## src/rtl/out_port_arbiter_pkg.sv

```systemverilog
// Shared NoC definitions: flit type field position, type codes and the
// output-port arbiter FSM encoding.
package out_port_arbiter_pkg;

    localparam int          FLIT_TYPE_LSB = 0;
    localparam int          FLIT_TYPE_W   = 2;
    localparam logic [15:0] FLIT_CNT_MAX  = 16'hFFFF;

    typedef enum logic [1:0] {
        FLIT_HEAD   = 2'b00,
        FLIT_BODY   = 2'b01,
        FLIT_TAIL   = 2'b10,
        FLIT_SINGLE = 2'b11
    } flit_type_e;

    typedef enum logic {
        ARB_IDLE   = 1'b0,
        ARB_LOCKED = 1'b1
    } arb_state_e;

    function automatic flit_type_e decode_flit_type(input logic [FLIT_TYPE_W-1:0] bits);
        return flit_type_e'(bits);
    endfunction

    // TAIL and SINGLE both close a packet and release the output port.
    function automatic logic ends_packet(input flit_type_e t);
        return (t == FLIT_TAIL) || (t == FLIT_SINGLE);
    endfunction

endpackage

```

## src/rtl/out_port_arbiter_rr_pick.sv

```systemverilog
// Combinational N-way round-robin pick: first requester at or after ptr,
// wrapping modulo N.
module rr_pick
    import out_port_arbiter_pkg::*;
#(
    parameter int N  = 5,
    parameter int IW = (N > 1) ? $clog2(N) : 1
) (
    input  logic [N-1:0]  req,
    input  logic [IW-1:0] ptr,
    output logic [N-1:0]  onehot,
    output logic [IW-1:0] idx,
    output logic          any
);

    logic [IW-1:0] pos;

    always_comb begin
        onehot = '0;
        idx    = '0;
        any    = 1'b0;
        pos    = '0;
        for (int k = 0; k < N; k++) begin
            pos = IW'((int'(ptr) + k) % N);
            if (!any && req[pos]) begin
                any         = 1'b1;
                idx         = pos;
                onehot[pos] = 1'b1;
            end
        end
    end

endmodule

```

## src/rtl/out_port_arbiter.sv

```systemverilog
// NoC output-port arbiter: round-robin between requesters, holding the port
// for the owner of a HEAD..TAIL packet, with a one-cycle registered output.
module out_port_arbiter
    import out_port_arbiter_pkg::*;
#(
    parameter int DATASIZE = 40,
    parameter int NPORT    = 5
) (
    input  logic                      clk,
    input  logic                      rst_n,
    input  logic [NPORT-1:0]          req,
    input  logic [NPORT*DATASIZE-1:0] data_in,
    input  logic                      full_in,
    output logic [NPORT-1:0]          grant,
    output logic [DATASIZE-1:0]       data_out,
    output logic                      valid_out,
    output logic                      locked,
    output logic [15:0]               flit_cnt
);

    localparam int IW = (NPORT > 1) ? $clog2(NPORT) : 1;

    arb_state_e          state_q, state_d;
    logic [IW-1:0]       rr_ptr_q, rr_ptr_d;
    logic [IW-1:0]       owner_q, owner_d;
    logic [DATASIZE-1:0] data_q, data_d;
    logic                valid_q, valid_d;
    logic [15:0]         cnt_q, cnt_d;

    logic [NPORT-1:0]    pick_onehot;
    logic [IW-1:0]       pick_idx;
    logic                pick_any;

    logic [NPORT-1:0]    owner_onehot;
    logic                owner_req;
    logic [IW-1:0]       sel_idx;
    logic [DATASIZE-1:0] sel_flit;
    flit_type_e          sel_type;
    logic                fire;

    function automatic logic [IW-1:0] next_idx(input logic [IW-1:0] i);
        return (i == IW'(NPORT - 1)) ? '0 : i + 1'b1;
    endfunction

    rr_pick #(
        .N  (NPORT),
        .IW (IW)
    ) u_rr_pick (
        .req    (req),
        .ptr    (rr_ptr_q),
        .onehot (pick_onehot),
        .idx    (pick_idx),
        .any    (pick_any)
    );

    assign sel_idx = (state_q == ARB_LOCKED) ? owner_q : pick_idx;

    always_comb begin
        owner_onehot = '0;
        owner_req    = 1'b0;
        sel_flit     = '0;
        for (int i = 0; i < NPORT; i++) begin
            if (owner_q == IW'(i)) begin
                owner_onehot[i] = 1'b1;
                owner_req       = req[i];
            end
            if (sel_idx == IW'(i)) begin
                sel_flit = data_in[i*DATASIZE +: DATASIZE];
            end
        end
    end

    assign sel_type = decode_flit_type(sel_flit[FLIT_TYPE_LSB +: FLIT_TYPE_W]);

    // The grant is gated by rst_n so nothing is consumed while reset is held.
    always_comb begin
        fire  = 1'b0;
        grant = '0;
        if (rst_n && !full_in) begin
            if (state_q == ARB_LOCKED) begin
                fire  = owner_req;
                grant = owner_req ? owner_onehot : '0;
            end else begin
                fire  = pick_any;
                grant = pick_onehot;
            end
        end
    end

    always_comb begin
        state_d  = state_q;
        rr_ptr_d = rr_ptr_q;
        owner_d  = owner_q;
        data_d   = data_q;
        valid_d  = fire;
        cnt_d    = cnt_q;
        if (fire) begin
            data_d = sel_flit;
            if (cnt_q != FLIT_CNT_MAX) begin
                cnt_d = cnt_q + 16'd1;
            end
            if (state_q == ARB_IDLE) begin
                if (sel_type == FLIT_HEAD) begin
                    state_d = ARB_LOCKED;
                    owner_d = sel_idx;
                end else begin
                    rr_ptr_d = next_idx(sel_idx);
                end
            end else if (ends_packet(sel_type)) begin
                state_d  = ARB_IDLE;
                rr_ptr_d = next_idx(owner_q);
            end
        end
    end

    always_ff @(posedge clk or negedge rst_n) begin
        if (!rst_n) begin
            state_q  <= ARB_IDLE;
            rr_ptr_q <= '0;
            owner_q  <= '0;
            data_q   <= '0;
            valid_q  <= 1'b0;
            cnt_q    <= '0;
        end else begin
            state_q  <= state_d;
            rr_ptr_q <= rr_ptr_d;
            owner_q  <= owner_d;
            data_q   <= data_d;
            valid_q  <= valid_d;
            cnt_q    <= cnt_d;
        end
    end

    assign data_out  = data_q;
    assign valid_out = valid_q;
    assign locked    = (state_q == ARB_LOCKED);
    assign flit_cnt  = cnt_q;

endmodule

```

## config.mk

```make
export PLATFORM = sky130hd
export DESIGN_NAME = out_port_arbiter
export DESIGN_NICKNAME = d
export VERILOG_FILES = /design/src/rtl/out_port_arbiter_pkg.sv /design/src/rtl/out_port_arbiter_rr_pick.sv /design/src/rtl/out_port_arbiter.sv
export SDC_FILE = /design/constraint.sdc
export NUM_CORES = 1
export LEC_CHECK = 0
export ABC_AREA = 1
export BUFFER_PORTS_ARGS = -buffer_cell sky130_fd_sc_hd__buf_2
export CORE_AREA = 5 5 119 121
export CTS_CLUSTER_SIZE = 28
export DETAILED_ROUTE_END_ITERATION = 8
export DIE_AREA = 0 0 124 126
export GPL_ROUTABILITY_DRIVEN = 1
export HOLD_SLACK_MARGIN = 0.06
export PLACE_DENSITY = 0.86
export REMOVE_ABC_BUFFERS = 1
export SLEW_MARGIN = 15
export SYNTH_ARGS = -nofsm -noshare
export SYNTH_HDL_FRONTEND = slang
export SYNTH_SLANG_ARGS = --single-unit
```

## constraint.sdc

```tcl
create_clock -name clk -period 8.9 [get_ports clk]
set_input_delay 0.89 -clock clk [delete_from_list [all_inputs] [get_ports clk]]
set_output_delay 0.89 -clock clk [all_outputs]
set_load 0.02 [all_outputs]
```

==> results of run 1 <==
-- power breakdown --
part	internal [mW]	switching, mW
Sequential	0.378	0.0829
Combinational	0.679	1.51
Clock	0.224	0.133
Total	1.28	1.73
-- cell type report --
cell class	instances	area (um2)
clock buffers	11	243
diodes	5	12.5
repair buffers	276	1400
inverters	162	611
flip-flops and latches	64	1600
clock inverters	5	56.3
fillers	1203	4560
multi-input cells	800	4280
well taps	176	220
-- path summary, 6_finish.rpt --
check / start / slack, ps / end / depth (start not counted)
max in group asynchronous: rst_n / 7500 / flit_cnt[9] / 2
setup / recovery: rr_ptr_q[0] / 2680 / data_out[3] / 34
hold / removal: data_out[31] / 470 / data_out[31] / 2
hold reg to reg: data_out[31] / 470 / data_out[31] / 2
min in group asynchronous: rst_n / 840 / data_out[21] / 2
setup reg to reg: rr_ptr_q[0] / 2680 / data_out[3] / 34
-- cells in the mapped netlist, types with 2 or more instances --
cell,n,area share (%)
o211ai_1,40,4.4
nor4_1,2,0.18
xnor2_1,8,1.0
nor3_1,9,0.66
nand3_2,30,4.4
nand2_4,2,0.33
dfrtp_1,64,24
clkbuf_1,18,0.99
inv_1,124,6.9
inv_2,35,1.9
xor2_2,2,0.48
a221oi_1,2,0.26
xor2_1,9,1.2
a21oi_4,2,0.48
o21ai_0,47,3.5
o21ai_2,3,0.39
buf_4,2,0.22
a21oi_2,2,0.26
clkinv_1,2,0.11
nor2_4,7,1.2
buf_1,2,0.11
a21oi_1,9,0.66
o211ai_2,5,0.92
buf_12,2,0.59
nand4_1,11,1.0
nor2_2,8,0.74
nand2_2,14,1.3
nor2_1,57,3.2
a2111oi_0,2,0.26
ha_1,26,4.8
nand2_1,385,21
o21bai_1,4,0.44
o21ai_1,6,0.44
buf_2,14,1.0
nand3_1,91,6.7
buf_6,9,1.5
-- registers in the layout (all words and copies together) (netlist names) --
register and count:
data_out 40, locked 1, owner_q 3, valid_out 1, flit_cnt 16, rr_ptr_q 3
-- cell families after synthesis --
group	Yosys count	share of synthesized area, %
AND/OR/NAND/NOR	623	42.3
buffers and inverters	209	13.4
AO/OA/AOI/OAI	132	13.2
flip-flops	64	23.6
adder cells (fa/ha/maj)	26	4.79
XOR/XNOR	19	2.67
-- cell usage in the layout (no fill, tap or decap), types with 2 or more instances in the layout --
master	netlist	routed
dfrtp_1	64	64
clkbuf_16	0	9
a21oi_4	2	2
o21ai_1	6	6
xor2_1	9	9
a2111oi_0	2	2
diode_2	0	5
buf_2	14	270
nand3_2	30	30
clkinv_1	2	2
nor4_1	2	2
inv_1	124	123
nor3_1	9	9
o211ai_2	5	5
xor2_2	2	2
nand2_1	385	385
nand3_1	91	91
a221oi_1	2	2
nand2_4	2	2
xnor2_1	8	8
a21oi_1	9	9
o21ai_0	47	47
nor2_4	7	7
clkinv_2	0	2
nand2_2	14	14
ha_1	26	26
nor2_2	8	8
nor2_1	57	57
a21oi_2	2	2
o21bai_1	4	4
buf_4	2	6
inv_2	35	36
o211ai_1	40	40
nand4_1	11	11
o21ai_2	3	3
-- metal layers --
metal / vias to the layer above / global-route usage [%] / routed length [um]
li1: 3895 / - / -
met1: 3589 / 39.0 / 9320
met2: 470 / 51.0 / 11700
met3: 94 / 6.64 / 2220
met4: 10 / 15.3 / 1180
met5: - / 0 / 56
-- critical path, delay by kind of cell, from the launching register on --
kind                     cells  cell delay, ps
AO/OA/AOI/OAI                5             460
adder cells (fa/ha/maj)      5            1250
buffers and inverters        9            1090
flip-flops                   1             630
AND/OR/NAND/NOR             15            2660
-- per-stage QoR --
stage	hold WS (ps)	util [%]
after floorplan	591	-
after global placement	458	62.4
after detailed placement	459	62.4
after CTS	474	64.7
after global routing	499	64.8
final	470	64.8
==> summary.txt, run 1 <==
Timing
  • Setup WS post-layout: 2680 ps
  • Final min period: 6220 ps
  • Slew Limit Fails: 0
  • Unrepaired setup endpoints after global routing: false
  • Slew margin rel.: 25.5%
  • Setup TNS: 0 ps
  • F_max: 161 MHz
  • Worst-Margin Slew: 1110 ps
  • Final Hold Viols: 0
  • Final Setup Violations: 0
  • Clk_skew: 6.61 ps
  • Crit share post-route: 69.9%

Global routing
  • GRT Util Overall: 31.3%
  • Largest net degree at the start of global routing: 77
  • Initial antenna violation count: 9
  • Vias in the first global route: 7709
  • Global-route wire length before repair: 38700 um
  • Aggregate global routing overflow: 0

Run
  • Max-Cap Viols: 0

Finish
  • Fraction of layout cells with a size suffix above 1: 31.0%
  • Layout Nets: 1547
  • Non-Filler Instances: 1499
  • Synth-to-Final Area Change: 24.0%
  • Cell area after layout: 8420 um2

Power
  • Power Total: 3.01 mW
  • Leakage Power: 5.20 nW
  • Power density over the cells: 358 nW/um2
  • Max IR drop VDD: 215 uV

Clock tree
  • Htree depth: 3
  • TritonCTS clock tree: done
  • Clk root buf: clkbuf_16
  • # Post-CTS Setup Buffers: 0
  • Clock transition at path regs: 60 ps
  • Clock sink count: 64
  • Cts hold-fix bufs: 0
  • Post-CTS sizing: 0
  • CTS buffer count: 9
  • Clock latency on the worst-skew pair: 330 ps
  • Maximum buffer depth of the clock tree: 2

Critical path
  • Worst Path Max Fanout: 39
  • Slowest CP cell: nor2_4
  • Most frequent cell on the critical path: nand2_1
  • Critical Path AT: 6490 ps
  • Max incr delay on CP: 830 ps
  • Setup crit end kind: register
  • CP startpoint kind: register
  • WS Path Type: register to register
  • Req. time, crit path: 9170 ps

Detailed routing
  • Initial DRC Count: 553
  • Post-route DRC: 0
  • Drt total wl: 24500 um
  • WL per Instance: 16.3 um
  • Vias: 8058
  • DRT antenna net count: 0
  • Vias per inst: 5.38
  • DR pass1 iterations: 6

Floorplan
  • Initial Utilization: 52.3%
  • Die Wd: 124 um
  • DIE HEIGHT: 126 um
  • I/O Pins: 271
  • CORE AREA: 13000 um2
  • Die area: 15600 um2
  • Site row count: 42

Placement
  • Port Buffer Count: 270
  • Pre-CTS setup slack: 2720 ps
  • Placed cells: 1478
  • GP Congestion: 1.00
  • Placed inst area: 8110 um2
  • HPWL after DPL: 18700 um

Synthesis
  • Synth unique cells: 54
  • Warnings, synthesis: 0
  • Post-synthesis async set-or-reset flop share: 100%
  • Mapped Avg Cell Area: 6.33 um2
  • Seq cells post-synth: 64
  • Sequential fraction of the synthesis area: 23.6%
  • Mapped Area: 6790 um2
  • Top FF cell, synth: dfrtp_1
  • Number of enable flip-flop cells after synthesis: 0
  • Synthesized instance count: 1073

Run status
  • Outcome: completed

Worst hold path
  • HP Class: register to register
Power figures use the tool's default switching activity.
==> run 2: changes to the inputs <==
--- a/config.mk
+++ b/config.mk
@@ -7,13 +7,13 @@
 export LEC_CHECK = 0
 export ABC_AREA = 1
 export BUFFER_PORTS_ARGS = -buffer_cell sky130_fd_sc_hd__buf_2
-export CORE_AREA = 5 5 119 121
+export CORE_AREA = 5 5 123 125
 export CTS_CLUSTER_SIZE = 28
 export DETAILED_ROUTE_END_ITERATION = 8
-export DIE_AREA = 0 0 124 126
+export DIE_AREA = 0 0 128 130
 export GPL_ROUTABILITY_DRIVEN = 1
 export HOLD_SLACK_MARGIN = 0.06
-export PLACE_DENSITY = 0.86
+export PLACE_DENSITY = 0.81
 export REMOVE_ABC_BUFFERS = 1
 export SLEW_MARGIN = 15
 export SYNTH_ARGS = -nofsm -noshare
==> constraint.sdc (replaced) <==
create_clock -name clk -period 5.85 [get_ports clk]
set_input_delay 0.585 -clock clk [delete_from_list [all_inputs] [get_ports clk]]
set_output_delay 0.585 -clock clk [all_outputs]
set_load 0.02 [all_outputs]
==> run 2 against run 1 <==
Against the previous run: non-clock buffer count rose by 7; power rose by 53%; clock-buffer cell count fell by 1; sequential share of layout area fell by 0.19 points; cell area rose by 1.0%; utilization fell by 3.1 points; first-iteration DRC count fell by 17%; die area rose by 6.5%; wire length fell by 2.6%; worst hold slack got worse by 19 ps; clock skew rose by 5.2 ps; register-to-register slack got worse by 2100 ps; critical path type unchanged; critical endpoint is now data_out[26]; largest cell class unchanged; largest power group unchanged; highest routed layer unchanged.
==> summary.txt, run 2 (same netlist as run 1, synthesis figures left out) <==
Critical path
  • Req. time, crit path: 6110 ps (-3060 ps)
  • Worst R2R Start: rr_ptr_q[1]
  • FF-to-FF setup slack: 590 ps (-2090 ps)
  • Most frequent cell on the critical path: nand2_1
  • Top delay family on crit path: simple AND/OR/NAND/NOR gates
  • FF-to-FF path depth: 35 (+2.9%)
  • WP buf/inv: 8 (-1)
  • Worst reg2reg endpoint: data_out[26]
  • Max incr delay on CP: 630 ps (-200 ps)
  • Slowest CP cell: nor2_4
  • Worst Path Max Fanout: 19 (-51%)
  • WS Path Type: register to register
  • Critical Path AT: 5520 ps (-970 ps)
  • Setup crit end kind: register
  • CP startpoint kind: register

Floorplan
  • I/O Pins: 271 (unchanged)
  • Site row count: 43 (+2.4%)
  • DIE HEIGHT: 130 um (+3.2%)
  • CORE AREA: 13800 um2 (+6.1%)
  • Die area: 16600 um2 (+6.5%)
  • Die Wd: 128 um (+3.2%)
  • Initial Utilization: 49.3% (-3.0 points)

Timing
  • Slew Limit Fails: 0 (unchanged)
  • Final Setup Violations: 0 (unchanged)
  • Unrepaired setup endpoints after global routing: false
  • Worst-Margin Slew: 840 ps (-275 ps)
  • F_max: 190 MHz (+18%)
  • Clk_skew: 11.8 ps (+5.23 ps)
  • Slew margin rel.: 44.0% (+18 points)
  • Crit share post-route: 89.8% (+20 points)
  • Final Hold Viols: 0 (unchanged)
  • Setup WS post-layout: 594 ps (-2090 ps)
  • Final min period: 5260 ps (-961 ps)
  • Setup TNS: 0 ps (unchanged)

Clock tree
  • Maximum buffer depth of the clock tree: 2 (unchanged)
  • Cts hold-fix bufs: 0 (unchanged)
  • TritonCTS clock tree: done
  • Clock transition at path regs: 60 ps (about the same)
  • CTS buffer count: 9 (unchanged)
  • # Post-CTS Setup Buffers: 0 (unchanged)
  • Clock latency on the worst-skew pair: 330 ps (about the same)
  • Clk root buf: clkbuf_16
  • Htree depth: 3 (unchanged)
  • Clock sink count: 64 (unchanged)

Global routing
  • Met1 GRT Util: 35.2% (-3.8 points)
  • Largest net degree at the start of global routing: 65 (-16%)
  • Busiest layer in global routing: met2
  • Grt met2 use: 46.2% (-4.8 points)
  • Aggregate global routing overflow: 0 (unchanged)
  • GRT Util Overall: 27.8% (-3.5 points)
  • Vias in the first global route: 7580 (-1.7%)
  • Global-route wire length before repair: 37200 um (-3.9%)
  • GRT met3 Usage: 5.28% (-1.4 points)
  • Initial antenna violation count: 5 (-4)

Finish
  • Fraction of layout cells with a size suffix above 1: 31.4% (+0.49 points)
  • Reg area: 1600 um2 (unchanged)
  • Most common cell after layout, fill and taps aside: nand2_1
  • Fillers: 1360 (+13%)
  • Synth-to-Final Area Change: 25.2%
  • Most frequent cells in the layout: 385 x nand2_1, 270 x buf_2, 122 x inv_1, 91 x nand3_1, 64 x dfrtp_1
  • Final core occ: 61.7% (-3.1 points)
  • Layout Nets: 1555 (+0.52%)
  • Area of the multi-input gates: 4290 um2 (+0.38%)
  • Max FFs per register: 40 (unchanged)

Power
  • Power Total: 4.59 mW (+53%)
  • Leakage Power: 5.25 nW (+0.91%)
  • Max IR drop VDD: 260 uV (+21%)
  • Power density over the cells: 540 nW/um2 (+51%)

Placement
  • Pre-CTS setup slack: 248 ps (-2480 ps)
  • HPWL after DPL: 18400 um (-1.8%)
  • Port Buffer Count: 270 (unchanged)
  • GP Congestion: 0.971 (-3.0%)

Detailed routing
  • Vias: 7915 (-1.8%)
  • Post-route DRC: 0 (unchanged)
  • Vias per inst: 5.24 (-2.6%)
  • DRT antenna net count: 0 (unchanged)
  • WL per Instance: 15.8 um (-3.4%)
  • Initial DRC Count: 457 (-17%)
  • DR pass1 iterations: 7 (+1)
  • Drt total wl: 23900 um (-2.6%)

Run status
  • Outcome: completed

Worst hold path
  • HP Class: input pin to async pin

Run
  • Max-Cap Viols: 0 (unchanged)
[run 2: cell type report]
type | instances | area share (%)
flip-flops and latches | 64 | 18.8
multi-input cells | 801 | 50.5
well taps | 180 | 2.65
clock inverters | 6 | 0.412
clock buffers | 10 | 2.81
diodes | 5 | 0.147
inverters | 162 | 7.18
repair buffers | 283 | 17.5
[run 2: power by group]
part           internal [mW]  switching [mW]
Clock                  0.295           0.198
Combinational           1.08            2.32
Sequential             0.576           0.115
[run 2: metrics by stage]
step	std cells	hold slack, ps	cell area (um2)
after floorplan	1026	289	6490
after global placement	1489	459	8190
after detailed placement	1489	460	8190
after CTS	1505	475	8460
after global routing	1510	490	8500
final	1511	451	8500
[run 2: worst max-delay path by stage]
stage | slack (ps) | endpoint | from | cells after the start
final | 590 | data_out[26] | rr_ptr_q[1] | 35
after global routing | 80 | rr_ptr_q[0] | rr_ptr_q[1] | 37
after CTS | 240 | data_out[33] | rr_ptr_q[1] | 34
after detailed placement | 250 | data_out[33] | rr_ptr_q[1] | 34
after global placement | 470 | data_out[22] | rr_ptr_q[1] | 34
after floorplan | -70 | rr_ptr_q[2] | rr_ptr_q[0] | 37
[run 2: per-layer routing]
layer / wire [um] / vias to the layer above
li1: - / 3908
met1: 9850 / 3569
met2: 11300 / 366
met3: 1730 / 70
met4: 933 / 2
met5: 7 / -
[run 2: timing repair]
| action | CTS | global route |
|---|---|---|
| setup endpoints to repair | 0 | 41 |
| resized for setup | 0 | 6 |
| hold endpoints to repair | 0 | 0 |
==> run 3: changes to the inputs <==
--- a/config.mk
+++ b/config.mk
@@ -13,7 +13,7 @@
 export DIE_AREA = 0 0 128 130
 export GPL_ROUTABILITY_DRIVEN = 1
 export HOLD_SLACK_MARGIN = 0.06
-export PLACE_DENSITY = 0.81
+export PLACE_DENSITY_LB_ADDON = 0.05
 export REMOVE_ABC_BUFFERS = 1
 export SLEW_MARGIN = 15
 export SYNTH_ARGS = -nofsm -noshare
==> run 3 against run 2 <==
Against the previous run: wire length decreased by 5.1%; clock power increased by 4.5%; critical path type unchanged; largest power group unchanged; maximum frequency increased by 0.18%.
==> summary.txt, run 3 (same netlist as run 1, synthesis figures left out) <==
Critical path
  • Setup crit end kind: register
  • Max incr delay on CP: 490 ps (-140 ps)
  • Slowest CP cell: dfrtp_1
  • Critical Path AT: 5520 ps (about the same)
  • CP startpoint kind: register
  • Worst Path Max Fanout: 19 (unchanged)
  • Worst reg2reg endpoint: rr_ptr_q[2]
  • Worst R2R Start: rr_ptr_q[1]
  • Req. time, crit path: 6120 ps (about the same)
  • FF-to-FF path depth: 38 (+8.6%)
  • FF-to-FF setup slack: 600 ps (about the same)
  • Most frequent cell on the critical path: nand2_1
  • WS Path Type: register to register

Power
  • Max IR drop VDD: 296 uV (+14%)
  • Comb pwr share: 73.7% (-0.5 points)
  • Net load switching power: 2.61 mW (-0.83%)
  • Power Total: 4.58 mW (-0.32%)
  • Internal power: 1.96 mW (+0.37%)
  • Switching share of total power: 57.1% (-0.29 points)
  • Seq pwr share: 15.1% (about the same)
  • Clock share of power: 11.2% (+0.5 points)
  • Power density over the cells: 536 nW/um2 (-0.82%)
  • Leakage Power: 5.25 nW (about the same)

Timing
  • Crit share post-route: 89.7% (-0.16 points)
  • Min Hold Slack: 417 ps (-34.3 ps)
  • Slew Limit Fails: 0 (unchanged)
  • Final min period: 5250 ps (-9.55 ps)
  • Slew margin rel.: 39.8% (-4.2 points)
  • F_max: 191 MHz (+0.18%)
  • Clk_skew: 6.42 ps (-5.42 ps)
  • Final Setup Violations: 0 (unchanged)
  • Worst-Margin Slew: 903 ps (+62.5 ps)
  • Final Hold Viols: 0 (unchanged)
  • Unrepaired setup endpoints after global routing: false

Floorplan
  • CORE AREA: 13800 um2 (unchanged)
  • Die Wd: 128 um (unchanged)
  • Die area: 16600 um2 (unchanged)
  • DIE HEIGHT: 130 um (unchanged)
  • I/O Pins: 271 (unchanged)
  • Initial Utilization: 49.3% (unchanged)
  • Site row count: 43 (unchanged)

Run status
  • Outcome: completed

Finish
  • Cell area after layout: 8540 um2 (+0.50%)
  • Synth-to-Final Area Change: 25.8%
  • Layout Nets: 1555 (unchanged)
  • Most common cell after layout, fill and taps aside: nand2_1
  • Fraction of layout cells with a size suffix above 1: 31.6% (+0.15 points)
  • Most frequent cells in the layout: 385 x nand2_1, 270 x buf_2, 122 x inv_1, 91 x nand3_1, 64 x dfrtp_1
  • Max FFs per register: 40 (unchanged)

Placement
  • Placed inst area: 8190 um2 (unchanged)
  • GP Congestion: 0.949 (-2.2%)
  • Port Buffer Count: 270 (unchanged)
  • HPWL after DPL: 17400 um (-5.5%)

Detailed routing
  • Initial DRC Count: 445 (-2.6%)
  • Post-route DRC: 0 (unchanged)
  • DR pass1 iterations: 4 (-3)
  • DRT antenna net count: 0 (unchanged)
  • Vias per inst: 5.06 (-3.3%)
  • WL per Instance: 15.0 um (-5.1%)
  • Drt total wl: 22600 um (-5.1%)
  • Vias: 7652 (-3.3%)

Clock tree
  • Clk root buf: clkbuf_16
  • Cts hold-fix bufs: 0 (unchanged)
  • Maximum buffer depth of the clock tree: 2 (unchanged)
  • CTS buffer count: 9 (unchanged)
  • TritonCTS clock tree: done
  • Clock sink count: 64 (unchanged)
  • Htree depth: 3 (unchanged)
  • Clock transition at path regs: 50 ps (about the same)
  • Clock latency on the worst-skew pair: 340 ps (about the same)

Global routing
  • Global-route wire length before repair: 36000 um (-3.2%)
  • Aggregate global routing overflow: 0 (unchanged)
  • Initial antenna violation count: 5 (unchanged)
  • Vias in the first global route: 7436 (-1.9%)
  • GRT Util Overall: 27.0% (-0.77 points)
  • Largest net degree at the start of global routing: 77 (+18%)

Worst hold path
  • HP Class: input pin to async pin

Run
  • Max-Cap Viols: 0 (unchanged)
-- run 3: changes by cell type in the layout (fill, tap and decap cells not counted), moves of 2 or more --
| cell | previous run | this run |
|---|---|---|
| buf_6 | 3 | 0 |
| clkinv_2 | 4 | 1 |
| buf_12 | 2 | 4 |
| clkinv_4 | 0 | 2 |
-- run 3: power by group through the flow --
stage	Sequential (mW)	Clock (mW)	Combinational [mW]
2_1_floorplan	0.825	0	2.29
3_3_place_gp	0.689	0	3.30
3_5_place_dp	0.690	0	3.34
4_1_cts	0.689	0.523	3.35
5_1_grt	0.710	0.545	3.80
6_report	0.690	0.514	3.37
-- run 3: how the worst max path moves through the flow --
stage,start,endpoint,cells past startpoint
floorplan,rr_ptr_q[0],rr_ptr_q[2],37
global placement,rr_ptr_q[1],data_out[25],34
detailed placement,rr_ptr_q[1],data_out[28],34
CTS,rr_ptr_q[1],data_out[25],34
global route,rr_ptr_q[1],data_out[33],35
finish,rr_ptr_q[1],rr_ptr_q[2],38
-- run 3: layout make-up --
cell class	instances	area, um2
Timing Repair Buffer	284	1530
Multi-Input combinational cell	800	4280
Antenna cell	5	12.5
Sequential cell	64	1600
Inverter	162	613
Fill cell	1433	5230
Clock inverter	6	45.0
Clock buffer	10	239
Tap cell	180	225
-- run 3: per-layer routing --
| metal | vias to the layer above | track usage, % | part of all wire [%] |
|---|---|---|---|
| li1 | 3914 | - | - |
| met1 | 3454 | 31.2 | 41 |
| met2 | 232 | 48.2 | 50 |
| met3 | 50 | 6.10 | 5.6 |
| met4 | 2 | 11.2 | 3.3 |
| met5 | - | 0 | 0.057 |
-- run 3: critical path, delay by kind of cell, from the launching register on --
kind	cells	cell delay (ps)
simple gates	16	1870
buf+inv	12	1180
fa+ha+maj	5	1160
flops	1	490
compound gates	5	480
-- run 3: repair_timing --
action / 4_1_cts / 5_1_grt
resized for setup: 0 / 4
setup buffers: 0 / 2
endpoints found under the setup margin: 0 / 47
-- run 3: through the flow --
stage	setup slack (ps)	TNS (ps)	utilization (%)	instances
after floorplan	-72.6	-372	-	1026
after global placement	503	0	59.4	1487
after detailed placement	248	0	59.4	1487
after CTS	197	0	61.5	1503
after global routing	37.4	0	62.0	1510
final	604	0	62.0	1511
